File: config.mk
export PLATFORM = sky130hd
export DESIGN_NAME = hazard_ctrl
export DESIGN_NICKNAME = d
export VERILOG_FILES = /design/src/rtl/hazard_ctrl_pkg.sv /design/src/rtl/hazard_ctrl_detect.sv /design/src/rtl/hazard_ctrl.sv
export SDC_FILE = /design/constraint.sdc
export NUM_CORES = 1
export LEC_CHECK = 0
export ABC_AREA = 1
export BUFFER_PORTS_ARGS = -buffer_cell sky130_fd_sc_hd__buf_4
export CAP_MARGIN = 30
export CORE_MARGIN = 10
export CORE_UTILIZATION = 35
export CTS_CLUSTER_DIAMETER = 200
export CTS_CLUSTER_SIZE = 20
export DETAILED_ROUTE_END_ITERATION = 6
export SETUP_SLACK_MARGIN = 0.02
export SYNTH_ARGS = -nofsm -noshare
export SYNTH_HDL_FRONTEND = slang
export SYNTH_SLANG_ARGS = --single-unit
File: constraint.sdc
create_clock -name clk -period 1.8 [get_ports clk]
set_input_delay 0.27 -clock clk [delete_from_list [all_inputs] [get_ports clk]]
set_output_delay 0.27 -clock clk [all_outputs]
set_load 0.005 [all_outputs]
File: src/rtl/hazard_ctrl_pkg.sv
// Shared widths, state encodings and register-match helper for hazard_ctrl.
package hazard_ctrl_pkg;

    localparam int REGADDRSIZE = 5;
    localparam int WORDSIZE    = 64;

    localparam logic [REGADDRSIZE-1:0] XZR = 5'd31;

    typedef enum logic [1:0] {
        HZ_RUN     = 2'd0,
        HZ_MEMWAIT = 2'd1,
        HZ_ERROR   = 2'd2
    } hz_state_e;

    // X31 reads as zero, so a write to it never creates a dependency
    function automatic logic src_match(
        input logic [REGADDRSIZE-1:0] rd,
        input logic [REGADDRSIZE-1:0] rn,
        input logic [REGADDRSIZE-1:0] rm,
        input logic                   usesrn,
        input logic                   usesrm
    );
        return (rd != XZR) &&
               ((usesrn && (rn == rd)) || (usesrm && (rm == rd)));
    endfunction

endpackage

File: src/rtl/hazard_ctrl_detect.sv
// Source/destination comparators and flag check for the ID stage.
// HAZARD_FORWARDING_EN selects the load-use-only variant.
module hazard_detect
    import hazard_ctrl_pkg::*;
(
    input  logic [REGADDRSIZE-1:0] id_rn,
    input  logic [REGADDRSIZE-1:0] id_rm,
    input  logic                   id_usesrn,
    input  logic                   id_usesrm,
    input  logic                   id_readsflags,
    input  logic [REGADDRSIZE-1:0] idex_rd,
    input  logic                   idex_regwrite,
    input  logic                   idex_memread,
    input  logic                   idex_setsflags,
    input  logic [REGADDRSIZE-1:0] exmem_rd,
    input  logic                   exmem_regwrite,
    input  logic                   exmem_setsflags,
    output logic                   hazard
);

    logic idex_hit;
    logic exmem_hit;

    assign idex_hit  = src_match(idex_rd, id_rn, id_rm,
                                 id_usesrn, id_usesrm);
    assign exmem_hit = src_match(exmem_rd, id_rn, id_rm,
                                 id_usesrn, id_usesrm);

`ifdef HAZARD_FORWARDING_EN
    logic unused_fwd;

    assign unused_fwd = ^{exmem_hit, exmem_regwrite, exmem_setsflags,
                          idex_setsflags, id_readsflags};

    // only a load result arrives too late to forward
    assign hazard = idex_memread && idex_regwrite && idex_hit;
`else
    logic unused_fwd;
    logic reg_haz;
    logic flag_haz;

    assign unused_fwd = idex_memread;

    // write-through regfile: MEM/WB never conflicts
    assign reg_haz  = (idex_regwrite && idex_hit) ||
                      (exmem_regwrite && exmem_hit);
    assign flag_haz = id_readsflags &&
                      (idex_setsflags || exmem_setsflags);
    assign hazard   = reg_haz || flag_haz;
`endif

endmodule

File: src/rtl/hazard_ctrl.sv
// LEGv8 pipeline hazard/sequencing controller with memory-wait FSM.
// Optional macro HAZARD_FORWARDING_EN limits data stalls to load-use.
module hazard_ctrl
    import hazard_ctrl_pkg::*;
#(
    parameter int MEM_TIMEOUT = 255,
    parameter int CNTW        = 32
) (
    input  logic                   clk,
    input  logic                   reset,
    input  logic [REGADDRSIZE-1:0] id_rn,
    input  logic [REGADDRSIZE-1:0] id_rm,
    input  logic                   id_usesrn,
    input  logic                   id_usesrm,
    input  logic                   id_readsflags,
    input  logic [REGADDRSIZE-1:0] idex_rd,
    input  logic                   idex_regwrite,
    input  logic                   idex_memread,
    input  logic                   idex_setsflags,
    input  logic [REGADDRSIZE-1:0] exmem_rd,
    input  logic                   exmem_regwrite,
    input  logic                   exmem_setsflags,
    input  logic                   exmem_memop,
    input  logic                   br_taken,
    input  logic                   mem_ready,
    output logic                   pc_we,
    output logic                   ifid_we,
    output logic                   ifid_nop,
    output logic                   idex_nop,
    output logic                   exmem_nop,
    output logic                   memwb_nop,
    output logic                   mem_err,
    output logic [CNTW-1:0]        stall_cnt,
    output logic [CNTW-1:0]        flush_cnt
);

    localparam int WW = $clog2(MEM_TIMEOUT + 1);

    hz_state_e     state;
    logic [WW-1:0] wcnt;
    logic [WW-1:0] wnext;
    logic          hazard;
    logic          freeze;
    logic          flush;
    logic          dstall;

    hazard_detect u_detect (
        .id_rn           (id_rn),
        .id_rm           (id_rm),
        .id_usesrn       (id_usesrn),
        .id_usesrm       (id_usesrm),
        .id_readsflags   (id_readsflags),
        .idex_rd         (idex_rd),
        .idex_regwrite   (idex_regwrite),
        .idex_memread    (idex_memread),
        .idex_setsflags  (idex_setsflags),
        .exmem_rd        (exmem_rd),
        .exmem_regwrite  (exmem_regwrite),
        .exmem_setsflags (exmem_setsflags),
        .hazard          (hazard)
    );

    assign wnext  = wcnt + 1'b1;
    assign freeze = !mem_ready &&
                    (((state == HZ_RUN) && exmem_memop) ||
                     (state == HZ_MEMWAIT));
    assign flush  = (state == HZ_RUN) && !freeze && br_taken;
    assign dstall = (state == HZ_RUN) && !freeze && !br_taken && hazard;

    always_comb begin
        pc_we     = 1'b1;
        ifid_we   = 1'b1;
        ifid_nop  = 1'b0;
        idex_nop  = 1'b0;
        exmem_nop = 1'b0;
        memwb_nop = 1'b0;
        if (reset) begin
            pc_we     = 1'b0;
            ifid_we   = 1'b0;
            ifid_nop  = 1'b1;
            idex_nop  = 1'b1;
            exmem_nop = 1'b1;
            memwb_nop = 1'b1;
        end else if (freeze || (state == HZ_ERROR)) begin
            pc_we     = 1'b0;
            ifid_we   = 1'b0;
            memwb_nop = 1'b1;
        end else if (flush) begin
            ifid_nop  = 1'b1;
            idex_nop  = 1'b1;
            exmem_nop = 1'b1;
        end else if (dstall) begin
            pc_we     = 1'b0;
            ifid_we   = 1'b0;
            idex_nop  = 1'b1;
        end
    end

    always_ff @(posedge clk) begin
        if (reset) begin
            state   <= HZ_RUN;
            wcnt    <= '0;
            mem_err <= 1'b0;
        end else begin
            unique case (state)
                HZ_RUN: begin
                    wcnt <= '0;
                    if (exmem_memop && !mem_ready)
                        state <= HZ_MEMWAIT;
                end
                HZ_MEMWAIT: begin
                    if (mem_ready) begin
                        state <= HZ_RUN;
                        wcnt  <= '0;
                    end else begin
                        wcnt <= wnext;
                        if (wnext >= WW'(MEM_TIMEOUT)) begin
                            state   <= HZ_ERROR;
                            mem_err <= 1'b1;
                        end
                    end
                end
                HZ_ERROR: mem_err <= 1'b1;
                default:  state   <= HZ_RUN;
            endcase
        end
    end

    // counters hold at all-ones instead of wrapping
    always_ff @(posedge clk) begin
        if (reset) begin
            stall_cnt <= '0;
            flush_cnt <= '0;
        end else begin
            if ((freeze || dstall) && (stall_cnt != '1))
                stall_cnt <= stall_cnt + 1'b1;
            if (flush && (flush_cnt != '1))
                flush_cnt <= flush_cnt + 1'b1;
        end
    end

endmodule

==> impl_metrics.tcl, run 1 <==
set metrics [dict create \
    nets 1008 \
    start_util_pct 35.7 \
    grt_pass1_vias 5087 \
    synth_largest_area_cell "dfxtp_1" \
    antenna_found_initial 0 \
    setup_tns_ns -0.431 \
    clock-sinks 75 \
    drc_errors 0 \
    hold_slack_ns 0.386 \
    drt-total-wl_um 15800 \
    violations "setup timing" \
    synthCells 777 \
    synth_top_cells_by_count "nand2_1, nor2_1, inv_1, dfxtp_1, nand3_1" \
    timing.rr.start "stall_cnt[1]" \
    vdd_drop_max_uv 552 \
    reg2reg_depth 13 \
    synth_seq_area_share_pct 31.7 \
    fillers 1227 \
    setup_ws_ns -0.0601 \
    hold_violations 0 \
    die_area_um2 18600 \
    multiInputGateArea_um2 3320 \
    leakage_nw 3.48 \
    rows 42 \
    yosys_warnings 0 \
    finalSetupViolCount 18 \
    track_usage_pct 15.4 \
    period_needed_ns 1.86 \
    worstHoldPathCells 5 \
    synthDistinctLibCells 37 \
    fp.dieH_um 136 \
    cp.arrival_ns 2.10 \
    avgSynthCellArea_um2 6.09 \
    min_period_over_period_pct 103 \
    outcome "complete, but fails checks" \
    areaGrowthSynthToFinish_pct 61.1 \
    netlist.area_leader.share_pct 31.7 \
    cts_tree "built" \
    rsz0062_at_grt "true" \
    whs_endpoint "wcnt[0]" \
    wl_per_cell_um 13.7 \
    cap_violations 0 \
    fin_worst_skew_ns 0.00596 \
    syn-cell-area_um2 4730 \
    drt_iter0_drc 303 \
    gp_congestion 0.873 \
    synth_edf_count 0 \
    yosysMostFrequentCell "nand2_1" \
    critPathCaptureType "flip-flop" \
    worst_setup_path_start_kind "flip-flop" \
    ys_async_sr_fraction_pct 0 \
    synth_area_leaders "dfxtp_1, nand2_1, nor2_1, inv_1, nand3_1" \
    pre_cts_slack_ns -0.0756 \
    cts-buffers-inserted 9 \
    min_path_type "in2reg" \
    crit_fanout 8 \
    clk_pin_slew_ns 0.06 \
    worst_slew_pin_slew_ns 0.396 \
    cts_buffer_depth 2 \
    drive_gt1_share_pct 38.4 \
    clk_latency_ns 0.34 \
    synth_nets 814 \
    seq_area_um2 1530 \
    required_ns 2.04 \
    dp_hpwl_um 11100 \
    ant_nets 0 \
    grt_first_pass_wirelength_um 23600 \
    max_freq_mhz 538 \
    path_class "reg2reg" \
    dr.pass1.iters 4 \
    die_w_um 136 \
    cts_root_buf "clkbuf_16" \
    maxSlewViolCount 0 \
    grt_remaining_overflow 0 \
    hp-start "mem_ready" \
    top_level_ports 104 \
    vias 5479 \
    grt_start_max_net_pins 37 \
    n_antenna_cell 0 \
    reg2reg_slack_ns -0.06 \
    max_slew_margin_pct 73.4 \
    io_buffers 102 \
    via_per_inst 4.76 \
    rr_endpoint "stall_cnt[11]" \
    core_area_um2 13200 \
    synth_ff_type "dfxtp_1" \
    synth-seq-cells 75 \
    p_per_area_nw_per_um2 596 \
    htree_levels 3 \
]
-- cell usage in the layout, fill, tap and decap left out, types with 15 or more instances in the layout --
cell | synthesis | routed
buf_4 | 3 | 177
dfxtp_1 | 75 | 62
nand2_2 | 5 | 16
nand3_1 | 69 | 55
nand2_1 | 202 | 179
inv_1 | 104 | 90
nor2_1 | 124 | 107
buf_6 | 3 | 16
nor2_4 | 5 | 15
a21oi_1 | 57 | 36
a21oi_2 | 0 | 20
-- where the power goes --
part           internal (W)  switching [W]  leakage, nW
clock network       0.00149       0.000697        0.174
logic              0.000315       0.000347         2.69
registers           0.00167      0.0000153        0.612
-- worst max-delay path by stage --
stage / start / endpoint / slack [ns] / cells past startpoint
after floorplan: stall_cnt[0] / stall_cnt[26] / 0.07 / 14
after global routing: stall_cnt[0] / stall_cnt[17] / -0.20 / 10
after global placement: stall_cnt[0] / stall_cnt[10] / -0.05 / 13
after CTS: stall_cnt[0] / stall_cnt[10] / -0.03 / 13
final: stall_cnt[1] / stall_cnt[11] / -0.06 / 13
after detailed placement: stall_cnt[0] / stall_cnt[10] / -0.08 / 13
-- state kept, by name (all words and copies together), names as in the netlist --
name,cells
state,2
stall_cnt,32
flush_cnt,32
mem_err,1
wcnt,8
-- cells by family (layout without fill, tap and decap cells) --
group                      after synthesis  count (layout)  share of synthesized area (%)
AOI/OAI and AO/OA                       83              83                           9.20
xor gates and xnor gates                18              18                           3.33
adders and majority gates                4               4                           1.06
buffers and inverters                  132             331                           11.5
DFF                                     75              75                           31.7
and+or+nand+nor                        465             465                           43.2
-- layout make-up --
cell class	instances	share of cell area, %
Clock buffer	11	3.05
Clock inverter	5	1.64
Inverter	110	5.75
Multi-Input combinational cell	570	43.6
Sequential cell	75	20.0
Tap cell	176	2.89
Timing Repair Buffer	204	22.9
Timing Repair inverter	1	0.148
-- per-layer routing --
layer,track usage [%],vias up,share of wire (%)
met5,0,-,0
met4,3.61,0,1.4
met3,4.72,19,4.9
met2,26.3,103,51
met1,18.3,2504,42
li1,-,2853,-
-- through the flow --
stage | instances | total power, W | cell area, µm² | utilization, %
floorplan | 777 | 0.00197 | 4730 | -
global placement | 1114 | 0.00218 | 6260 | 47.3
detailed placement | 1114 | 0.00218 | 6260 | 47.3
CTS | 1134 | 0.00440 | 6710 | 50.7
global route | 1152 | 0.00471 | 7620 | 57.6
finish | 1152 | 0.00454 | 7620 | 57.6
-- worst max-delay path: stages (launching register included) --
cell,delay [ns]
dfxtp_2,0.35
ha_4,0.15
nand2_4,0.06
nor2_4,0.10
nand2_2,0.08
nor2_4,0.12
nand2_2,0.07
nor2_4,0.14
nand3_4,0.16
buf_12,0.19
nand2_1,0.07
inv_1,0.06
a21oi_1,0.14
nor2_1,0.06
-- timing repair --
action                     4_1_cts  5_1_grt
setup endpoints to repair       31       69
setup buffers                    4       10
hold buffers                     0        0
gates cloned                     0        8
resized for setup               21      181
pin swaps                        9       73
Power figures use the tool's default switching activity.
==> inputs of run 2 (changes only) <==
--- a/config.mk
+++ b/config.mk
@@ -6,12 +6,11 @@
 export NUM_CORES = 1
 export LEC_CHECK = 0
 export ABC_AREA = 1
-export BUFFER_PORTS_ARGS = -buffer_cell sky130_fd_sc_hd__buf_4
+export BUFFER_PORTS_ARGS = -buffer_cell sky130_fd_sc_hd__buf_2
 export CAP_MARGIN = 30
 export CORE_MARGIN = 10
-export CORE_UTILIZATION = 35
+export CORE_UTILIZATION = 30
 export CTS_CLUSTER_DIAMETER = 200
-export CTS_CLUSTER_SIZE = 20
 export DETAILED_ROUTE_END_ITERATION = 6
 export SETUP_SLACK_MARGIN = 0.02
 export SYNTH_ARGS = -nofsm -noshare
==> run 2 against run 1 <==
  * The flow still finishes with violations (setup timing)
  * Count of clock-buffer cells in the layout stayed put
  * Worst hold slack worse by 0.071 ns
  * Register-to-register slack better by 0.04 ns
  * Clock power is 15% lower
  * Sequential power hardly changed
  * Non-clock buffer count is 1 lower
  * Routed wire length is 3.9% lower
  * Critical path depth is 3 lower
  * Critical path type is now reg2out
  * Critical endpoint is now ifid_nop
  * Largest power group unchanged
==> impl_metrics.tcl, run 2 (synthesis gave the netlist of run 1 again) <==
set metrics [dict create \
    path_class "reg2out" \
    htree_levels 3 \
    leakage_nw 3.27 \
    max_slew_margin_pct 70.5 \
    wl_per_cell_um 12.8 \
    drive_gt1_share_pct 37.4 \
    cts_tree "built" \
    pre_cts_slack_ns -0.0874 \
    hold_violations 0 \
    outcome "complete, but fails checks" \
    io_buffers 102 \
    cts_buffer_depth 2 \
    crit_fanout 3 \
    clk_latency_ns 0.35 \
    nets 1007 \
    period_needed_ns 1.83 \
    cp_slowest_cell "dfxtp_4" \
    grt_pass1_vias 4910 \
    drt_iter0_drc 266 \
    n_antenna_cell 0 \
    dp_hpwl_um 11200 \
    cap_violations 0 \
    min_period_over_period_pct 102 \
    cp.arrival_ns 1.56 \
    p_per_area_nw_per_um2 577 \
    start_util_pct 30.9 \
    rows 45 \
    crit_chain "inv_4 > nor2_4 > nand2_8 > inv_4 > nor2_4 > nand2_4 > nor2_4 > inv_2 > nand2_2 > buf_2" \
    die_w_um 146 \
    setup_tns_ns -0.167 \
    finalInstanceArea_um2 7130 \
    vias 5426 \
    violations "setup timing" \
    grt_start_max_net_pins 40 \
    grt_remaining_overflow 0 \
    fin_util_pct 46.5 \
    cts_hold_buf 0 \
    finalSetupViolCount 11 \
    placed_area_um2 6070 \
    final_cell_mix "nand2_1, nor2_1, buf_2, inv_1, buf_4" \
    clock-sinks 75 \
    ant_nets 0 \
    cts-buffers-inserted 9 \
    max_freq_mhz 547 \
    clk_pin_slew_ns 0.05 \
    die_area_um2 21200 \
    fin_worst_skew_ns 0.0108 \
    areaGrowthSynthToFinish_pct 50.7 \
    vdd_drop_max_uv 478 \
    largest_registers "flush_cnt x32, stall_cnt x32, wcnt x8" \
    via_per_inst 4.58 \
    dr.pass1.iters 4 \
    drt-total-wl_um 15200 \
    rsz0062_at_grt "true" \
    final_common_cell "nand2_1" \
    antenna_found_initial 0 \
    maxSlewViolCount 0 \
    min_path_type "in2reg" \
    fp.dieH_um 146 \
    worst_setup_path_start_kind "flip-flop" \
    critPathMostFrequentCell "nor2_4" \
    grt_first_pass_wirelength_um 23700 \
    worst_slew_pin_slew_ns 0.443 \
    critPathCaptureType "primary output" \
    cts_root_buf "clkbuf_16" \
    crit_buf_inv 4 \
    required_ns 1.53 \
    track_usage_pct 13.3 \
    drc_errors 0 \
    core_area_um2 15300 \
    cp_top_family "simple AND/OR/NAND/NOR gates" \
    setup_ws_ns -0.0273 \
    gp_congestion 0.864 \
    max_stage_delay_ns 0.36 \
    top_level_ports 104 \
]
run 2: through the flow:
step / instances / total power, W / hold WS [ns]
2_1_floorplan: 777 / 0.00197 / 0.458
3_5_place_dp: 1155 / 0.00216 / 0.478
3_3_place_gp: 1155 / 0.00215 / 0.471
5_1_grt: 1185 / 0.00429 / 0.339
4_1_cts: 1176 / 0.00407 / 0.302
6_report: 1185 / 0.00411 / 0.315
run 2: worst paths after layout:
kind | start | to | slack (ns) | depth (start not counted)
setup / recovery | state[0] | ifid_nop | -0.03 | 10
hold / removal | mem_ready | state[0] | 0.31 | 4
setup reg to reg | stall_cnt[16] | stall_cnt[26] | -0.02 | 11
hold reg to reg | wcnt[4] | wcnt[4] | 0.48 | 2
run 2: per-layer routing:
layer	wire (µm)	track usage [%]	up-vias
met4	195	3.54	0
met1	6900	16.2	2468
met2	7370	21.9	95
met3	722	4.32	17
li1	-	-	2846
met5	0	0	-
run 2: cell type report:
class | instances | area [µm²]
Multi-Input combinational cell | 570 | 3190
Timing Repair Buffer | 203 | 1410
Sequential cell | 75 | 1520
Tap cell | 211 | 264
Clock buffer | 11 | 253
Fill cell | 1590 | 8190
Timing Repair inverter | 1 | 11.3
Clock inverter | 4 | 50.0
Inverter | 110 | 428
run 2: worst min-delay path: cells and delay by family:
kind / cells / cell delay (ns)
simple gates: 1 / 0.05
buf+inv: 2 / 0.16
compound gates: 1 / 0.14
run 2: power breakdown:
group | internal, W | leakage (nW) | switching, W
combinational | 0.000249 | 2.51 | 0.000313
sequential | 0.00167 | 0.610 | 0.0000158
clock | 0.00114 | 0.144 | 0.000722
total | 0.00306 | 3.27 | 0.00105
run 2: timing repair:
item	CTS	global route
cloned	1	2
pin swaps	17	38
setup endpoints to repair	46	73
setup buffers	5	7
gates resized for setup	40	134
==> inputs of run 3 (changes only) <==
==> constraint.sdc (replaced) <==
create_clock -name clk -period 1.5 [get_ports clk]
set_input_delay 0.225 -clock clk [delete_from_list [all_inputs] [get_ports clk]]
set_output_delay 0.225 -clock clk [all_outputs]
set_load 0.005 [all_outputs]
==> run 3 against run 2 <==
  * The run still ends with setup timing left
  * Routed wire length is 21% higher
  * Global-route usage increased by 1.9 points
  * Final area up 23%
  * First-iteration DRC count rose by 0.38%
  * Setup slack got worse by 0.33 ns
  * Non-clock buffer count rose by 105
  * Combinational power up 52%
  * Sequential power grew 20%
  * Critical path depth down 1
  * Clock power increased by 44%
  * Worst hold slack improved by 0.077 ns
  * Largest cell class unchanged
==> impl_metrics.tcl, run 3 (synthesis gave the netlist of run 1 again) <==
set metrics [dict create \
    min_path_type "in2reg" \
    outcome "complete, but fails checks" \
    cts-buffers-inserted 9 \
    dr.pass1.iters 4 \
    rows 45 \
    worst_setup_path_start_kind "flip-flop" \
    n_antenna_cell 0 \
    final_cell_mix "buf_4, nand2_1, buf_2, nor2_1, inv_1" \
    maxSlewViolCount 0 \
    grt_start_max_net_pins 41 \
    cts_root_buf "clkbuf_16" \
    grt_remaining_overflow 0 \
    clock-sinks 75 \
    worst_slew_pin_slew_ns 0.371 \
    max_slew_margin_pct 75.3 \
    cp.arrival_ns 1.63 \
    p_per_area_nw_per_um2 637 \
    p_seq_share_pct 36.4 \
    die_w_um 146 \
    combPwrFrac_pct 15.4 \
    largest_registers "flush_cnt x32, stall_cnt x32, wcnt x8" \
    p_int_w 0.00418 \
    die_area_um2 21200 \
    setup_ws_ns -0.358 \
    antenna_found_initial 0 \
    vdd_drop_max_uv 606 \
    cts_tree "built" \
    rsz0062_at_grt "true" \
    drc_errors 0 \
    required_ns 1.27 \
    dp_cells 1238 \
    track_usage_pct 15.1 \
    wl_per_cell_um 14.2 \
    start_util_pct 30.9 \
    drt-total-wl_um 18300 \
    instances_no_fill 1291 \
    gp_congestion 0.886 \
    fillers 1367 \
    vias 6045 \
    ant_nets 0 \
    netSwitchingFraction_pct 24.9 \
    htree_levels 3 \
    crit_fanout 3 \
    fin_worst_skew_ns 0.00766 \
    drive_gt1_share_pct 52.9 \
    fp.dieH_um 146 \
    cts_buffer_depth 2 \
    critPathCaptureType "primary output" \
    areaGrowthSynthToFinish_pct 84.6 \
    multiInputGateArea_um2 3810 \
    io_buffers 102 \
    grt_pass1_vias 5862 \
    dp_hpwl_um 12000 \
    path_class "reg2out" \
    nets 1112 \
    min_period_over_period_pct 124 \
    hold_violations 0 \
    max_freq_mhz 538 \
    leakage_nw 4.01 \
    drt_iter0_drc 267 \
    finalSetupViolCount 72 \
    final_common_cell "buf_4" \
    cap_violations 0 \
    period_needed_ns 1.86 \
    setup_tns_ns -18.28 \
    via_per_inst 4.68 \
    top_level_ports 104 \
    cts_hold_buf 0 \
    core_area_um2 15300 \
    clk_pin_slew_ns 0.06 \
    seq_area_um2 1530 \
    power.switching_w 0.00139 \
    p_clk_share_pct 48.2 \
    violations "setup timing" \
    clk_latency_ns 0.34 \
    grt_first_pass_wirelength_um 27300 \
]
## run 3: power by group through the flow
stage	registers (W)	logic (W)	clock network, W
2_1_floorplan	0.00208	0.000315	0
3_3_place_gp	0.00207	0.000560	0
3_5_place_dp	0.00207	0.000570	0
4_1_cts	0.00203	0.000704	0.00273
5_1_grt	0.00203	0.000928	0.00281
6_report	0.00203	0.000856	0.00268
## run 3: area by class of cell
| type | instances | share of cell area (%) |
|---|---|---|
| Multi-Input combinational cell | 570 | 43.6 |
| Timing Repair Buffer | 308 | 26.1 |
| Sequential cell | 75 | 17.6 |
| Inverter | 110 | 5.21 |
| Clock buffer | 11 | 3.02 |
| Tap cell | 211 | 3.02 |
| Clock inverter | 5 | 1.22 |
| Timing Repair inverter | 1 | 0.186 |
## run 3: stage by stage
| step | util [%] | total power (W) | worst slack (ns) | area [µm²] | hold WS (ns) |
|---|---|---|---|---|---|
| 6_report | 57.0 | 0.00556 | -0.358 | 8730 | 0.391 |
| 5_1_grt | 57.0 | 0.00576 | -0.477 | 8730 | 0.406 |
| 4_1_cts | 51.7 | 0.00546 | -0.339 | 7920 | 0.359 |
| 3_5_place_dp | 44.5 | 0.00264 | -0.355 | 6820 | 0.477 |
| 3_3_place_gp | 44.5 | 0.00263 | -0.305 | 6820 | 0.473 |
| 2_1_floorplan | - | 0.00239 | -0.163 | 4850 | 0.445 |
## run 3: metal layers
metal	GRT usage, %	part of all wire, %	vias to the layer above
li1	-	-	3063
met1	16.7	41	2832
met2	27.7	53	120
met3	3.94	3.9	30
met4	4.45	2.0	0
met5	0	0	-
## run 3: worst max-delay path, cell delays in order (launching register included)
cell,delay [ns]
dfxtp_4,0.37
nor2_4,0.13
inv_2,0.05
nor3_4,0.16
nor2_4,0.07
nand2_4,0.06
nor2_2,0.04
buf_4,0.13
a21oi_4,0.14
buf_2,0.13
## run 3: worst paths after layout
path / endpoint / cells past startpoint / slack [ns] / from
setup reg to reg: stall_cnt[12] / 13 / -0.34 / stall_cnt[0]
hold / removal: state[1] / 3 / 0.39 / reset
hold reg to reg: wcnt[5] / 2 / 0.48 / wcnt[5]
setup / recovery: pc_we / 9 / -0.36 / state[0]
## run 3: repair_timing
action                                  CTS  global route
setup buffers                            26            14
cloned                                    2             4
pin swaps                                61            81
hold endpoints to repair                  0             0
endpoints found under the setup margin   73            76
gates resized for setup                 139           175
